===== src/rtl/reg_wb_pkg.sv =====
// reg_wb_pkg: shared source IDs, default widths, writeback entry type and
// the round-robin pick helper for the register writeback unit.
package reg_wb_pkg;

    typedef enum logic {
        SRC_ALU = 1'b0,
        SRC_MEM = 1'b1
    } src_e;

    localparam int unsigned DEFAULT_DATA_WIDTH    = 36;
    localparam int unsigned DEFAULT_NUM_REGS      = 4;
    localparam int unsigned DEFAULT_ADDRESS_WIDTH = $clog2(DEFAULT_NUM_REGS);

    typedef struct packed {
        logic [DEFAULT_ADDRESS_WIDTH-1:0] rd;
        logic [DEFAULT_DATA_WIDTH-1:0]    data;
    } wb_entry_t;

    // Tie goes to the source that did not win last; otherwise the lone
    // non-empty source. Result is meaningless when both are empty.
    function automatic src_e rr_pick(input logic alu_ne, input logic mem_ne, input src_e last);
        if (alu_ne && mem_ne) begin
            return (last == SRC_ALU) ? SRC_MEM : SRC_ALU;
        end else if (mem_ne) begin
            return SRC_MEM;
        end
        return SRC_ALU;
    endfunction

endpackage


===== src/rtl/reg_writeback_fifo.sv =====
// wb_fifo: count-based synchronous FIFO, power-of-two depth, no push-through
// (a pushed entry reaches the head only after the push edge).
module wb_fifo #(
    parameter int unsigned DEPTH = 2,
    parameter int unsigned WIDTH = 8
) (
    input  logic             i_clk,
    input  logic             i_rst_n,
    input  logic             i_push,
    input  logic [WIDTH-1:0] i_data,
    input  logic             i_pop,
    output logic [WIDTH-1:0] o_data,
    output logic             o_full,
    output logic             o_empty
);

    localparam int unsigned PTR_W = (DEPTH > 1) ? $clog2(DEPTH) : 1;
    localparam int unsigned CNT_W = $clog2(DEPTH + 1);

    logic [WIDTH-1:0] mem [DEPTH];
    logic [PTR_W-1:0] wr_ptr;
    logic [PTR_W-1:0] rd_ptr;
    logic [CNT_W-1:0] count;
    logic             do_push;
    logic             do_pop;

    assign o_full  = (count == CNT_W'(DEPTH));
    assign o_empty = (count == '0);
    assign do_push = i_push && !o_full;
    assign do_pop  = i_pop && !o_empty;
    assign o_data  = mem[rd_ptr];

    // Storage array; contents need no reset since count gates visibility.
    always_ff @(posedge i_clk) begin
        if (do_push) begin
            mem[wr_ptr] <= i_data;
        end
    end

    // Pointer and occupancy tracking; pointers wrap naturally at DEPTH.
    always_ff @(posedge i_clk or negedge i_rst_n) begin
        if (!i_rst_n) begin
            wr_ptr <= '0;
            rd_ptr <= '0;
            count  <= '0;
        end else begin
            if (do_push) wr_ptr <= wr_ptr + PTR_W'(1);
            if (do_pop)  rd_ptr <= rd_ptr + PTR_W'(1);
            case ({do_push, do_pop})
                2'b10:   count <= count + CNT_W'(1);
                2'b01:   count <= count - CNT_W'(1);
                default: count <= count;
            endcase
        end
    end

endmodule


===== src/rtl/reg_writeback.sv =====
// reg_writeback: buffers ALU and load results in per-source FIFOs and issues
// at most one registered register-file write per cycle, round-robin.
// Optional scoreboard (busy bits + issue ports) under REG_WB_SCOREBOARD_EN.
module reg_writeback
    import reg_wb_pkg::*;
#(
    parameter int unsigned NUM_REGS      = DEFAULT_NUM_REGS,
    parameter int unsigned DATA_WIDTH    = DEFAULT_DATA_WIDTH,
    parameter int unsigned ADDRESS_WIDTH = $clog2(NUM_REGS),
    parameter int unsigned FIFO_DEPTH    = 2
) (
    input  logic                     i_clk,
    input  logic                     i_rst_n,
    input  logic                     i_alu_valid,
    input  logic [ADDRESS_WIDTH-1:0] i_alu_rd,
    input  logic [DATA_WIDTH-1:0]    i_alu_data,
    output logic                     o_alu_ready,
    input  logic                     i_mem_valid,
    input  logic [ADDRESS_WIDTH-1:0] i_mem_rd,
    input  logic [DATA_WIDTH-1:0]    i_mem_data,
    output logic                     o_mem_ready,
`ifdef REG_WB_SCOREBOARD_EN
    input  logic                     i_issue_valid,
    input  logic [ADDRESS_WIDTH-1:0] i_issue_rd,
    output logic [NUM_REGS-1:0]      o_busy,
`endif
    output logic                     o_rf_wen,
    output logic [ADDRESS_WIDTH-1:0] o_rf_rd,
    output logic [DATA_WIDTH-1:0]    o_rf_wdata
);

    localparam int unsigned ENTRY_W = ADDRESS_WIDTH + DATA_WIDTH;

    typedef struct packed {
        logic [ADDRESS_WIDTH-1:0] rd;
        logic [DATA_WIDTH-1:0]    data;
    } entry_t;

    entry_t alu_in, mem_in, alu_head, mem_head, win;
    logic   alu_full, alu_empty, mem_full, mem_empty;
    logic   alu_push, mem_push, alu_pop, mem_pop, gnt_valid;
    src_e   last_grant, gnt_src;

    assign o_alu_ready = !alu_full;
    assign o_mem_ready = !mem_full;
    assign alu_push    = i_alu_valid && o_alu_ready;
    assign mem_push    = i_mem_valid && o_mem_ready;
    assign alu_in      = '{rd: i_alu_rd, data: i_alu_data};
    assign mem_in      = '{rd: i_mem_rd, data: i_mem_data};

    wb_fifo #(.DEPTH(FIFO_DEPTH), .WIDTH(ENTRY_W)) u_alu_fifo (
        .i_clk   (i_clk),
        .i_rst_n (i_rst_n),
        .i_push  (alu_push),
        .i_data  (alu_in),
        .i_pop   (alu_pop),
        .o_data  (alu_head),
        .o_full  (alu_full),
        .o_empty (alu_empty)
    );

    wb_fifo #(.DEPTH(FIFO_DEPTH), .WIDTH(ENTRY_W)) u_mem_fifo (
        .i_clk   (i_clk),
        .i_rst_n (i_rst_n),
        .i_push  (mem_push),
        .i_data  (mem_in),
        .i_pop   (mem_pop),
        .o_data  (mem_head),
        .o_full  (mem_full),
        .o_empty (mem_empty)
    );

    // Round-robin grant over the two FIFO heads.
    always_comb begin
        gnt_valid = !alu_empty || !mem_empty;
        gnt_src   = rr_pick(!alu_empty, !mem_empty, last_grant);
        alu_pop   = gnt_valid && (gnt_src == SRC_ALU);
        mem_pop   = gnt_valid && (gnt_src == SRC_MEM);
        win       = (gnt_src == SRC_MEM) ? mem_head : alu_head;
    end

    // Registered write port; rd/wdata hold when nothing is granted.
    always_ff @(posedge i_clk or negedge i_rst_n) begin
        if (!i_rst_n) begin
            last_grant <= SRC_MEM;
            o_rf_wen   <= 1'b0;
            o_rf_rd    <= '0;
            o_rf_wdata <= '0;
        end else begin
            o_rf_wen <= gnt_valid;
            if (gnt_valid) begin
                last_grant <= gnt_src;
                o_rf_rd    <= win.rd;
                o_rf_wdata <= win.data;
            end
        end
    end

`ifdef REG_WB_SCOREBOARD_EN
    // Busy bits: clear on commit, set on issue; the later set wins a collision.
    always_ff @(posedge i_clk or negedge i_rst_n) begin
        if (!i_rst_n) begin
            o_busy <= '0;
        end else begin
            if (o_rf_wen)      o_busy[o_rf_rd]    <= 1'b0;
            if (i_issue_valid) o_busy[i_issue_rd] <= 1'b1;
        end
    end
`endif

endmodule


===== config.mk =====
export PLATFORM = sky130hd
export DESIGN_NAME = reg_writeback
export DESIGN_NICKNAME = d
export VERILOG_FILES = /design/src/rtl/reg_wb_pkg.sv /design/src/rtl/reg_writeback_fifo.sv /design/src/rtl/reg_writeback.sv
export SDC_FILE = /design/constraint.sdc
export NUM_CORES = 1
export LEC_CHECK = 0
export CAP_MARGIN = 20
export CORE_MARGIN = 3
export CORE_UTILIZATION = 40
export CTS_CLUSTER_DIAMETER = 120
export DETAILED_ROUTE_END_ITERATION = 6
export SYNTH_ARGS = -nofsm -noshare
export SYNTH_HDL_FRONTEND = slang
export SYNTH_SLANG_ARGS = --single-unit
export TNS_END_PERCENT = 100

===== constraint.sdc =====
create_clock -name i_clk -period 3.7 [get_ports i_clk]
set_clock_uncertainty 0.05 [all_clocks]
set_input_delay 0.37 -clock i_clk [delete_from_list [all_inputs] [get_ports i_clk]]
set_output_delay 0.37 -clock i_clk [all_outputs]
set_load 0.1 [all_outputs]

# ---- Word level (Yosys, flattened, before mapping)
# Memories as Yosys holds them, arrays and structs flattened.
# Index checks and enable logic that the tools add are counted.
dict set report totals {
  output_inout_bits 41
  ramBits 152
  memories 2
  ff_bits 48
  input_bits 80
  word_cells 58
}
# name words width rd rd_clocked_by_memory_dff wr line_no
set mem_list {}
lappend mem_list {u_alu_fifo.mem 2 38 1 0 1 reg_writeback_fifo.sv:20} ;# logic [WIDTH-1:0] mem [DEPTH];
lappend mem_list {u_mem_fifo.mem 2 38 1 0 1 reg_writeback_fifo.sv:20}
dict set report classes {
  bitwise_logic 1
  n_reduce_logical 18
  n_addsub 8
  n_mux 13
  n_eq_ne 6
}
# cell count
set ops {}
lappend ops {{$mux W38} 1}
lappend ops {{$mux W1} 10}
lappend ops {{$logic_and A1 B1 Y1} 9}
lappend ops {{$eq A2 B2 Y1 const B} 4}
lappend ops {{$pmux W2 S2} 2}
lappend ops {{$add A1 B1 Y1 const B} 4}
lappend ops {{$add A2 B1 Y2 const B} 2}
lappend ops {{$eq A2 B1 Y1 const B} 2}
lappend ops {{$logic_not A1 Y1} 4}
lappend ops {{$logic_not A2 Y1} 2}
lappend ops {{$reduce_bool A2 Y1} 2}
lappend ops {{$sub A2 B1 Y2 const B} 2}
lappend ops {{$logic_or A1 B1 Y1} 1}
lappend ops {{$not A1 Y1} 1}

# ---- Depth between registers and ports, before layout
dict set report depth {
  word_depth 10
  mapped_depth 9
  ltp_nobuf 6
}

# ---- Cells and area by module
# A second synthesis with hierarchy kept.
dict set report unflattened {
  hier_cells 454
  area_unflattened_um2 8097.8
}
# module cells_per_inst area_per_inst_um2 seq_area_each_um2 n_inst
set by_module_without_submodules {}
lappend by_module_without_submodules {wb_fifo 136 2982.9 2382.3 2}
lappend by_module_without_submodules {reg_writeback 182 2132.0 1002.2 1}

# ---- Worst setup path before layout
# No wires, ideal clock.
dict set report synth_timing {
  path_type {register to register}
  from {register u_alu_fifo.count[0]}
  to {memory u_alu_fifo.mem[0][0] in the netlist's numbering, enable pin}
  n_path_buf 0
  period_less_slack_ns 3.621
  required_time_ns 3.217
  stages_incl_launch_ff 4
  setup_slack_ns 0.079
  t_arrival_ns 3.138
  setup_ns 0.433
  path_cell_list {dfrtp_1 > nand2b_1 > nand2_1 > nor2_1}
}
dict set report synth_via {
  elab_chain_len 6
}
# item line_no
set synth_lines {}
lappend synth_lines {{start: declaration} reg_writeback_fifo.sv:23} ;# logic [CNT_W-1:0] count;
lappend synth_lines {{start signal: assignment} reg_writeback_fifo.sv:50} ;# 2'b10: count <= count + CNT_W'(1);
lappend synth_lines {{start signal: assignment} reg_writeback_fifo.sv:51} ;# 2'b01: count <= count - CNT_W'(1);
lappend synth_lines {{start signal: assignment} reg_writeback_fifo.sv:52} ;# default: count <= count;
lappend synth_lines {{$eq A2 B2 Y1 *} reg_writeback_fifo.sv:27} ;# assign o_full = (count == CNT_W'(DEPTH));
lappend synth_lines {{$logic_not A1 Y1 *} reg_writeback.sv:44} ;# assign o_alu_ready = !alu_full;
lappend synth_lines {{named net o_alu_ready} reg_writeback.sv:17} ;# output logic o_alu_ready,
lappend synth_lines {{$logic_and A1 B1 Y1} reg_writeback.sv:46} ;# assign alu_push = i_alu_valid && o_alu_ready;
lappend synth_lines {{$logic_and A1 B1 Y1 *} reg_writeback_fifo.sv:29} ;# assign do_push = i_push && !o_full;
lappend synth_lines {{$mux W1 *} reg_writeback_fifo.sv:35} ;# if (do_push) begin
lappend synth_lines {{$mux W1 (not written as such) *} reg_writeback_fifo.sv:36} ;# mem[wr_ptr] <= i_data;
lappend synth_lines {{end: declaration} reg_writeback_fifo.sv:20}
# Mark *: on every way through the listed nets, which the timed path passes. The rest lies on a longest branch.

# ---- Final worst setup path
dict set report layout_timing {
  from {register u_alu_fifo.count[0]}
  to {output port o_alu_ready}
}
dict set report layout_via {
  elab_chain_len 2
}
# item line_no
set layout_lines {}
lappend layout_lines {{$eq A2 B2 Y1} reg_writeback_fifo.sv:27}
lappend layout_lines {{$logic_not A1 Y1} reg_writeback.sv:44}
lappend layout_lines {{end: declaration} reg_writeback.sv:17}
# No other way between the ends.

==> impl_results.md <==
- Slew HR: 0.324
- Yosys warns: 0
- Post-CTS sizing: 0
- Critical-path top delay cell: clkdlybuf4s50_1
- CP endpoint kind: primary output
- Pin count of the biggest net entering global routing: 48
- Multi-input gate area in the final layout: 1750 µm²
- Cell Rows: 49
- Bufs on Longest Clock Path: 2
- WL met1: 7250 µm
- Mapped Cells: 452
- Core footprint: 18400 µm²
- Total gr overflow: 0
- DRT Pass-1 Iters: 4
- Setup Crit Path Kind: flop to primary output
- Dpl cells: 775
- Vias in the first global route: 4382
- Post-synthesis sequential area ratio: 0.753
- Run status: complete, no violations
- Antenna-violating nets left: 0
- Cts bufs inserted: 17
- GRT Util Overall: 0.158
- TritonCTS clock tree: yes
- Synth unique cells: 24
- Synthesized net count: 534
- Vias per cell: 5.21
- Clock sink count: 200
- CP required: 3280 ps
- Syn avg cell area: 16.9 µm²
- Crit path DAT: 2320 ps
- Register area: 5770 µm²
- # H-tree levels: 4
- Synthesized cell area: 7650 µm²
- First-pass GRT wire length: 24200 µm
- Die area: 20800 µm²
- Root buf cell: clkbuf_16
- Final hold violation count: 0
- Worst skew pair latency: 440 ps
- WL final: 15800 µm
- RSZ-0062 raised after global routing: no
- Final setup vio count: 0
- # diodes: 0
- Maxcap violations: 0
- Yosys reg bits: 200
- Initial Util: 0.416
- Layout cells sized above 1: 0.0948
- Setup_tns: 0 ps
- Worst Hold Class: input port to asynchronous set/reset pin
- Final #Nets: 649
- CP bufs+invs: 1
- DR iter-0 viols: 209
- Cell Chain, Critical Path: nand2b_1 -> clkdlybuf4s50_1
- Routed wl met3: 909 µm
- Initial antenna violation count: 0
- Kind of cell adding the most delay to the critical path: buffers and inverters
- Slowest stage delay, CP: 1160 ps
- Post-DP HPWL: 10100 µm
- Final min period: 2740 ps
- GP Congestion: 0.796
- # IOs: 121
- Avg WL per Cell: 19.6 µm
- Top sig layer: met4
- FMAX: 365 MHz
- Post-Layout Cell Count: 809
- CP startpoint kind: flop
- Filler cell count: 1522
- Layout Area Growth over Synthesis: 26.6%
- Slew Viols, Final: 0
- Clock slew at reported path FFs: 70 ps
- IO buf count: 120
- Worst Tran Pin Value: 1010 ps
- Via Count: 4215
- Remaining DRCs: 0
- Worst Path Max Fanout: 6
- Chip Height: 144 µm
- Fin crit share: 0.741
- Met2 routed WL: 7430 µm
- Die Wd: 144 µm
[path summary, 6_finish.rpt]
path | end | depth (start not counted) | from | slack, ps
setup / recovery | o_alu_ready | 2 | u_alu_fifo.count[0]$_DFFE_PN0P_ | 960
hold reg to reg | u_mem_fifo.count[1]$_DFFE_PN0P_ | 1 | u_mem_fifo.count[1]$_DFFE_PN0P_ | 470
setup reg to reg | o_rf_wdata[31]$_DFFE_PN0N_ | 3 | u_alu_fifo.count[1]$_DFFE_PN0P_ | 1350
max in group asynchronous | last_grant$_DFFE_PN1N_ | 3 | i_rst_n | 2540
min in group i_clk | u_mem_fifo.mem[1][30]$_DFFE_PP_ | 1 | i_mem_data[30] | 470
hold / removal | o_rf_wdata[2]$_DFFE_PN0N_ | 2 | i_rst_n | 430
[kinds of logic after synthesis]
kind of cell,count (synthesis),synth area share
XOR/XNOR,10,0.0114
buffers and inverters,33,0.0216
AND/OR/NAND/NOR,90,0.0528
AO/OA/AOI/OAI,41,0.0582
multiplexers,76,0.0994
adder cells (fa/ha/maj),2,0.00327
flip-flops,200,0.753
[cell usage after synthesis]
master	count	area [µm²]
o221a_1	29	327
xnor2_1	6	52.6
o21a_1	1	7.51
dfrtp_1	47	1180
and3_1	2	12.5
mux2i_1	76	761
buf_1	1	3.75
or4_1	1	7.51
nand3_1	38	190
nand2_1	40	150
ha_1	2	25.0
a21oi_1	1	5.00
nor2_1	5	18.8
o21ai_1	1	5.00
clkbuf_1	19	71.3
or2_2	1	6.26
o221a_2	9	101
dfstp_2	1	26.3
and2_1	1	6.26
buf_2	9	45.0
edfxtp_1	152	4560
xor2_1	4	35.0
nand2b_1	2	12.5
buf_6	4	45.0
[timing repair]
item                      4_1_cts  5_1_grt
setup buffers                   0        0
hold buffers                    1        0
hold endpoints to repair       21        0
[through the flow]
stage / util / cell area, µm² / hold WS (ps) / setup slack, ps
final: 0.527 / 9690 / 426 / 958
after global placement: 0.492 / 9040 / 440 / 1330
after detailed placement: 0.494 / 9080 / 348 / 1310
after floorplan: - / 7650 / 24.4 / 78.6
after CTS: 0.526 / 9670 / 434 / 920
after global routing: 0.527 / 9690 / 453 / 893
[cells in the final DEF, fill, tap and decap left out, types with 3 or more instances in the layout]
master           netlist  routed
clkbuf_16              0      18
buf_4                  0       5
o221a_1               29      29
mux2i_1               76      76
xor2_1                 4       4
o221a_2                9       9
nand2_1               40      40
edfxtp_1             152     152
nor2_1                 5       3
nand3_1               38      38
clkdlybuf4s50_1        0     119
dfrtp_1               47      45
xnor2_1                6       6
buf_12                 0       3
clkbuf_1              19       6
[flip-flops by register name, summed over array words and instances, names as in the netlist]
register,flops
last_grant,1
o_rf_wen,1
u_mem_fifo.mem,76
u_mem_fifo.count,2
u_mem_fifo.wr_ptr,1
u_alu_fifo.rd_ptr,1
u_alu_fifo.mem,76
o_rf_rd,2
u_alu_fifo.count,2
u_mem_fifo.rd_ptr,1
o_rf_wdata,36
u_alu_fifo.wr_ptr,1
[layer usage]
layer / up-vias / track usage
met5: - / 0
met4: 0 / 0.0560
met3: 22 / 0.0417
met2: 121 / 0.246
met1: 2099 / 0.215
li1: 1973 / -
[final cells by class]
cell class / count / share of cell area
clock buffer: 25 / 0.0502
sequential: 200 / 0.595
timing repair buffer: 129 / 0.134
tap: 229 / 0.0296
multi-input combinational: 219 / 0.181
clock inverter: 7 / 0.00968
Power is left out: the tool's default activity adds up to more than one toggle a clock period on the data nets, which glitch-free logic cannot reach.
==> RTL edit 1: new RTL, config.mk and constraints unchanged <==
The option `REG_WB_SCOREBOARD_EN` is turned on by a define.
--- a/src/rtl/reg_writeback.sv
+++ b/src/rtl/reg_writeback.sv
@@ -2,4 +2,6 @@
 // at most one registered register-file write per cycle, round-robin.
 // Optional scoreboard (busy bits + issue ports) under REG_WB_SCOREBOARD_EN.
+`define REG_WB_SCOREBOARD_EN
+
 module reg_writeback
     import reg_wb_pkg::*;
Ports: changed (added i_issue_rd, i_issue_valid and o_busy); port bits go from 121 to 128. No check against the original RTL was run, so the function may have changed too.
==> RTL edit 1 against the original RTL <==
  * Cell area grew 3.8%
  * Sequential share of layout area shrank 1.2 points
  * First-iteration DRC count grew 32%
  * Wire length grew 5.8%
  * Sequential cell count grew 4
  * Setup slack lost 6.6 ps
  * Synthesized area grew 2.2%
Power is not shown: default switching activity piles up to over one toggle a cycle in this logic, so the estimate is an artifact.
==> RTL edit 1: results (changes against the original RTL) <==
| Metric | Value |
|---|---|
| First-pass GRT wire length | `26200 µm (+8.2%)` |
| Placed inst area | `0.00935 mm² (+2.9%)` |
| Post-synthesis cell count | `468 (+3.5%)` |
| Synth cell count leaders | `edfxtp_1, mux2i_1, dfrtp_1` |
| Proportion of layout cells with a drive suffix above 1 | `0.0982 (+0.00337)` |
| CP Max Fanout | `6 (unchanged)` |
| CTS Buffer Depth | `3 (+1)` |
| CTS buffer count | `22 (+5)` |
| Post-synth EDFFs | `152 (unchanged)` |
| Pre-antenna DRT Iters | `5 (+1)` |
| Sequential share of the synthesized area | `0.750 (-0.00359)` |
| Number of global-route vias before repair | `4751 (+8.4%)` |
| Total Routing Usage GR | `0.156 (-0.00126)` |
| Reg2reg end | `o_rf_wdata[0]$_DFFE_PN0N_` |
| Post-Syn Nets | `553 (+3.6%)` |
| Top post-synthesis cells by area | `edfxtp_1, dfrtp_1, mux2i_1` |
| Placed insts | `830 (+7.1%)` |
| Clock buffer cells | `27 (+8.0%)` |
| Invs w/o clock | `1 (+1)` |
| Multiplexer area fraction after synthesis | `0.0972 (-0.00216)` |
| Status | `finished clean` |
| TritonCTS Sinks | `204 (+2.0%)` |
| Synth async-reset ratio | `0.255 (+0.0149)` |
| Placer Congestion | `0.755 (-5.2%)` |
| Drt initial violations | `275 (+32%)` |
| Largest net degree at the start of global routing | `49 (+2.1%)` |
| Layout non-clock buf frac | `0.133 (-0.00167)` |
| Slowest stage delay, CP | `roughly 1200 ps` |
| Layout area overhead | `28.6%` |
| Final Non-Filler Cells | `871 (+7.7%)` |
| Multi-Input Combinational | `230 (+5.0%)` |
| Post-synth cell types | `28 (+17%)` |
| Worst slew margin | `0.307 (-0.0169)` |
| Reg-to-reg startpoint | `u_mem_fifo.count[0]$_DFFE_PN0P_` |
| ClkCell Share | `0.0699 (+0.0100)` |
| Min Hold Slack | `367 ps (-59.0 ps)` |
| Footprint of the multi-input gates | `0.00182 mm² (+3.9%)` |
| Biggest regs | `u_alu_fifo.mem: 76 flops, u_mem_fifo.mem: 76 flops, o_rf_wdata: 36 flops` |
| Number of nets in the layout | `680 (+4.8%)` |
| Tcrit/Tclk final | `0.743 (+0.00178)` |
| Number of non-clock buffers in the layout | `136 (+5.4%)` |
| Adder-cell share of the synthesized area | `0.00320 (-0.0000711)` |
| Hpwl dp | `10600 µm (+4.3%)` |
| Post-Synth XOR/XNOR Area | `0.0112 (-0.000249)` |
| Final wirelength | `16700 µm (+5.8%)` |
| Clk_lat worst skew | `490 ps (+50 ps)` |
| Port buffer count | `127 (+5.8%)` |
| Avg Vias per Cell | `5.06 (-3.0%)` |
[RTL edit 1: cell types whose count changed in the layout (fill, tap and decap cells not counted), moves of 4 or more]
cell,before,now
clkbuf_16,18,23
clkdlybuf4s50_1,119,126
clkinv_1,0,5
dfrtp_1,45,49
o21ai_0,0,4
[RTL edit 1: what timing repair did]
action / in CTS / in global routing
hold buffers: 1 / 0
hold endpoints to repair: 24 / 0
setup endpoints to repair: 0 / 0
[RTL edit 1: cells by family after synthesis]
group	Yosys count
XOR/XNOR	10
AO/OA/AOI/OAI	47
flip-flops	204
AND/OR/NAND/NOR	95
adder cells (fa/ha/maj)	2
multiplexers	76
buffers and inverters	34
[RTL edit 1: metal layers]
layer	up-vias	share of wire	GRT usage
met4	0	0.015	0.0366
met3	25	0.070	0.0333
met1	2199	0.43	0.214
met2	129	0.48	0.258
li1	2050	-	-
met5	-	0	0
==> RTL edit 2: new RTL, same flow settings <==
Made on the original files. The package constant `DEFAULT_NUM_REGS` goes from 4 to 8.
--- a/src/rtl/reg_wb_pkg.sv
+++ b/src/rtl/reg_wb_pkg.sv
@@ -9,5 +9,5 @@
 
     localparam int unsigned DEFAULT_DATA_WIDTH    = 36;
-    localparam int unsigned DEFAULT_NUM_REGS      = 4;
+    localparam int unsigned DEFAULT_NUM_REGS      = 8;
     localparam int unsigned DEFAULT_ADDRESS_WIDTH = $clog2(DEFAULT_NUM_REGS);
 
Ports: changed (resized i_alu_rd, i_mem_rd and o_rf_rd); port bits go from 121 to 124. The function was not compared with the original's and may differ.
==> RTL edit 2 against the original RTL <==
  * Non-clock buffer count is 2 higher
  * Highest routed layer unchanged
  * Synthesized area is 2.5% higher
  * Cell area is 3.5% higher
  * Setup slack worse by 58 ps
  * Sequential cell count is 5 higher
  * Largest cell class unchanged
  * Wire length is 5.5% higher
  * Critical endpoint unchanged
Power is left out: the tool's default activity adds up to more than one toggle a clock period on the data nets, which glitch-free logic cannot reach.
==> RTL edit 2: results (changes against the original RTL) <==
| Metric | Value |
|---|---|
| Avg Vias per Cell | `5.06 (-2.8%)` |
| Number of nets in the layout | `668 (+2.9%)` |
| Clk_lat worst skew | `490 ps (+50 ps)` |
| Synth async-reset ratio | `0.239 (-0.000976)` |
| Vias | `4355 (+3.3%)` |
| Synth cell count leaders | `edfxtp_1, mux2i_1, dfrtp_1` |
| CTS Hold Bufs | `1 (unchanged)` |
| Antenna violations before repair | `0 (unchanged)` |
| Met3 WL | `748 µm (-18%)` |
| Ant diodes | `0 (unchanged)` |
| Reg-to-reg startpoint | `u_alu_fifo.count[0]$_DFFE_PN0P_` |
| Root buf cell | `clkbuf_16` |
| Sequential share of the synthesized area | `0.753 (about the same)` |
| Total Routing Usage GR | `0.157 (-0.00117)` |
| Highest Signal Layer | `met4` |
| FILL cells | `1559 (+2.4%)` |
| CTS Buffer Depth | `3 (+1)` |
| Post-synthesis cell count | `463 (+2.4%)` |
| Top post-synthesis cells by area | `edfxtp_1, dfrtp_1, mux2i_1` |
| M2 GR Usage | `0.265 (+0.0194)` |
| GR Util met1 | `0.210 (-0.00513)` |
| Proportion of layout cells with a drive suffix above 1 | `0.132 (+0.0368)` |
| Post-Syn Nets | `547 (+2.4%)` |
| Biggest regs | `u_alu_fifo.mem: 78 flops, u_mem_fifo.mem: 78 flops, o_rf_wdata: 36 flops` |
| Worst setup path endpoint | `o_alu_ready` |
| R2R depth | `5 (+2)` |
| CP Max Fanout | `6 (unchanged)` |
| Worst path top cell family by delay | `buffers and inverters` |
| Post-synth cell types | `24 (unchanged)` |
| CTS buffer count | `22 (+5)` |
| Drt initial violations | `306 (+46%)` |
| Reg2reg end | `u_mem_fifo.count[1]$_DFFE_PN0P_` |
| Placed insts | `819 (+5.7%)` |
| Pre-antenna DRT Iters | `4 (unchanged)` |
| Min Hold Slack | `396 ps (-30.5 ps)` |
| Slowest stage cell, crit path | `clkdlybuf4s50_1` |
| CTS resizes | `0 (unchanged)` |
| Post-synth EDFFs | `156 (+2.6%)` |
| DRT met1 WL | `7410 µm (+2.2%)` |
| CP Class | `flop to output pin` |
| Synth warn | `0 (unchanged)` |
| Setup bufs post-CTS | `0 (unchanged)` |
| Arr. time, crit path | `2380 ps (+60 ps)` |
| WL met2 | `8240 µm (+11%)` |
| Slew @ Worst Pin | `1040 ps (+26.1 ps)` |
| Status | `finished clean` |
| Placer Congestion | `0.734 (-7.9%)` |
| HP Class | `input port to async pin` |
| Port buffer count | `123 (+2.5%)` |
| H-tree Lvls | `1 (-3)` |
| GRT busiest layer | `met2` |
| Final wirelength | `16700 µm (+5.5%)` |
| Reg-to-reg slack, setup | `1500 ps (+150 ps)` |
| First-pass GRT wire length | `26600 µm (+9.8%)` |
| Hpwl dp | `10400 µm (+2.7%)` |
| Largest net degree at the start of global routing | `80 (+67%)` |
| Met3 Use GR | `0.0341 (-0.00753)` |
| Number of global-route vias before repair | `4684 (+6.9%)` |
==> RTL edit 2: area by class of cell <==
cell class,instances,area (µm²),share of cell area
flip-flops and latches,205,5910,0.589
multi-input cells,224,1800,0.179
repair buffers,131,1300,0.130
clock buffers,34,667,0.0665
well taps,260,325,0.0324
clock inverters,6,28.8,0.00287
==> RTL edit 2: metrics by stage <==
step	setup WS, ps	area, µm²	utilization
CTS	852	10000	0.529
floorplan	41.7	7850	-
detailed placement	1200	9330	0.492
finish	900	10000	0.529
global route	808	10000	0.529
global placement	1250	9310	0.491
==> RTL edit 2: kinds of logic (layout without fill, tap and decap cells) <==
| family | count (synthesis) | in the layout | synth area share |
|---|---|---|---|
| DFF | 205 | 205 | 0.753 |
| and+or+nand+nor | 92 | 92 | 0.0531 |
| muxes | 78 | 78 | 0.0995 |
| AOI/OAI and AO/OA | 42 | 42 | 0.0582 |
| buffers and inverters | 34 | 171 | 0.0214 |
| xor gates and xnor gates | 10 | 10 | 0.0112 |
| adders and majority gates | 2 | 2 | 0.00319 |
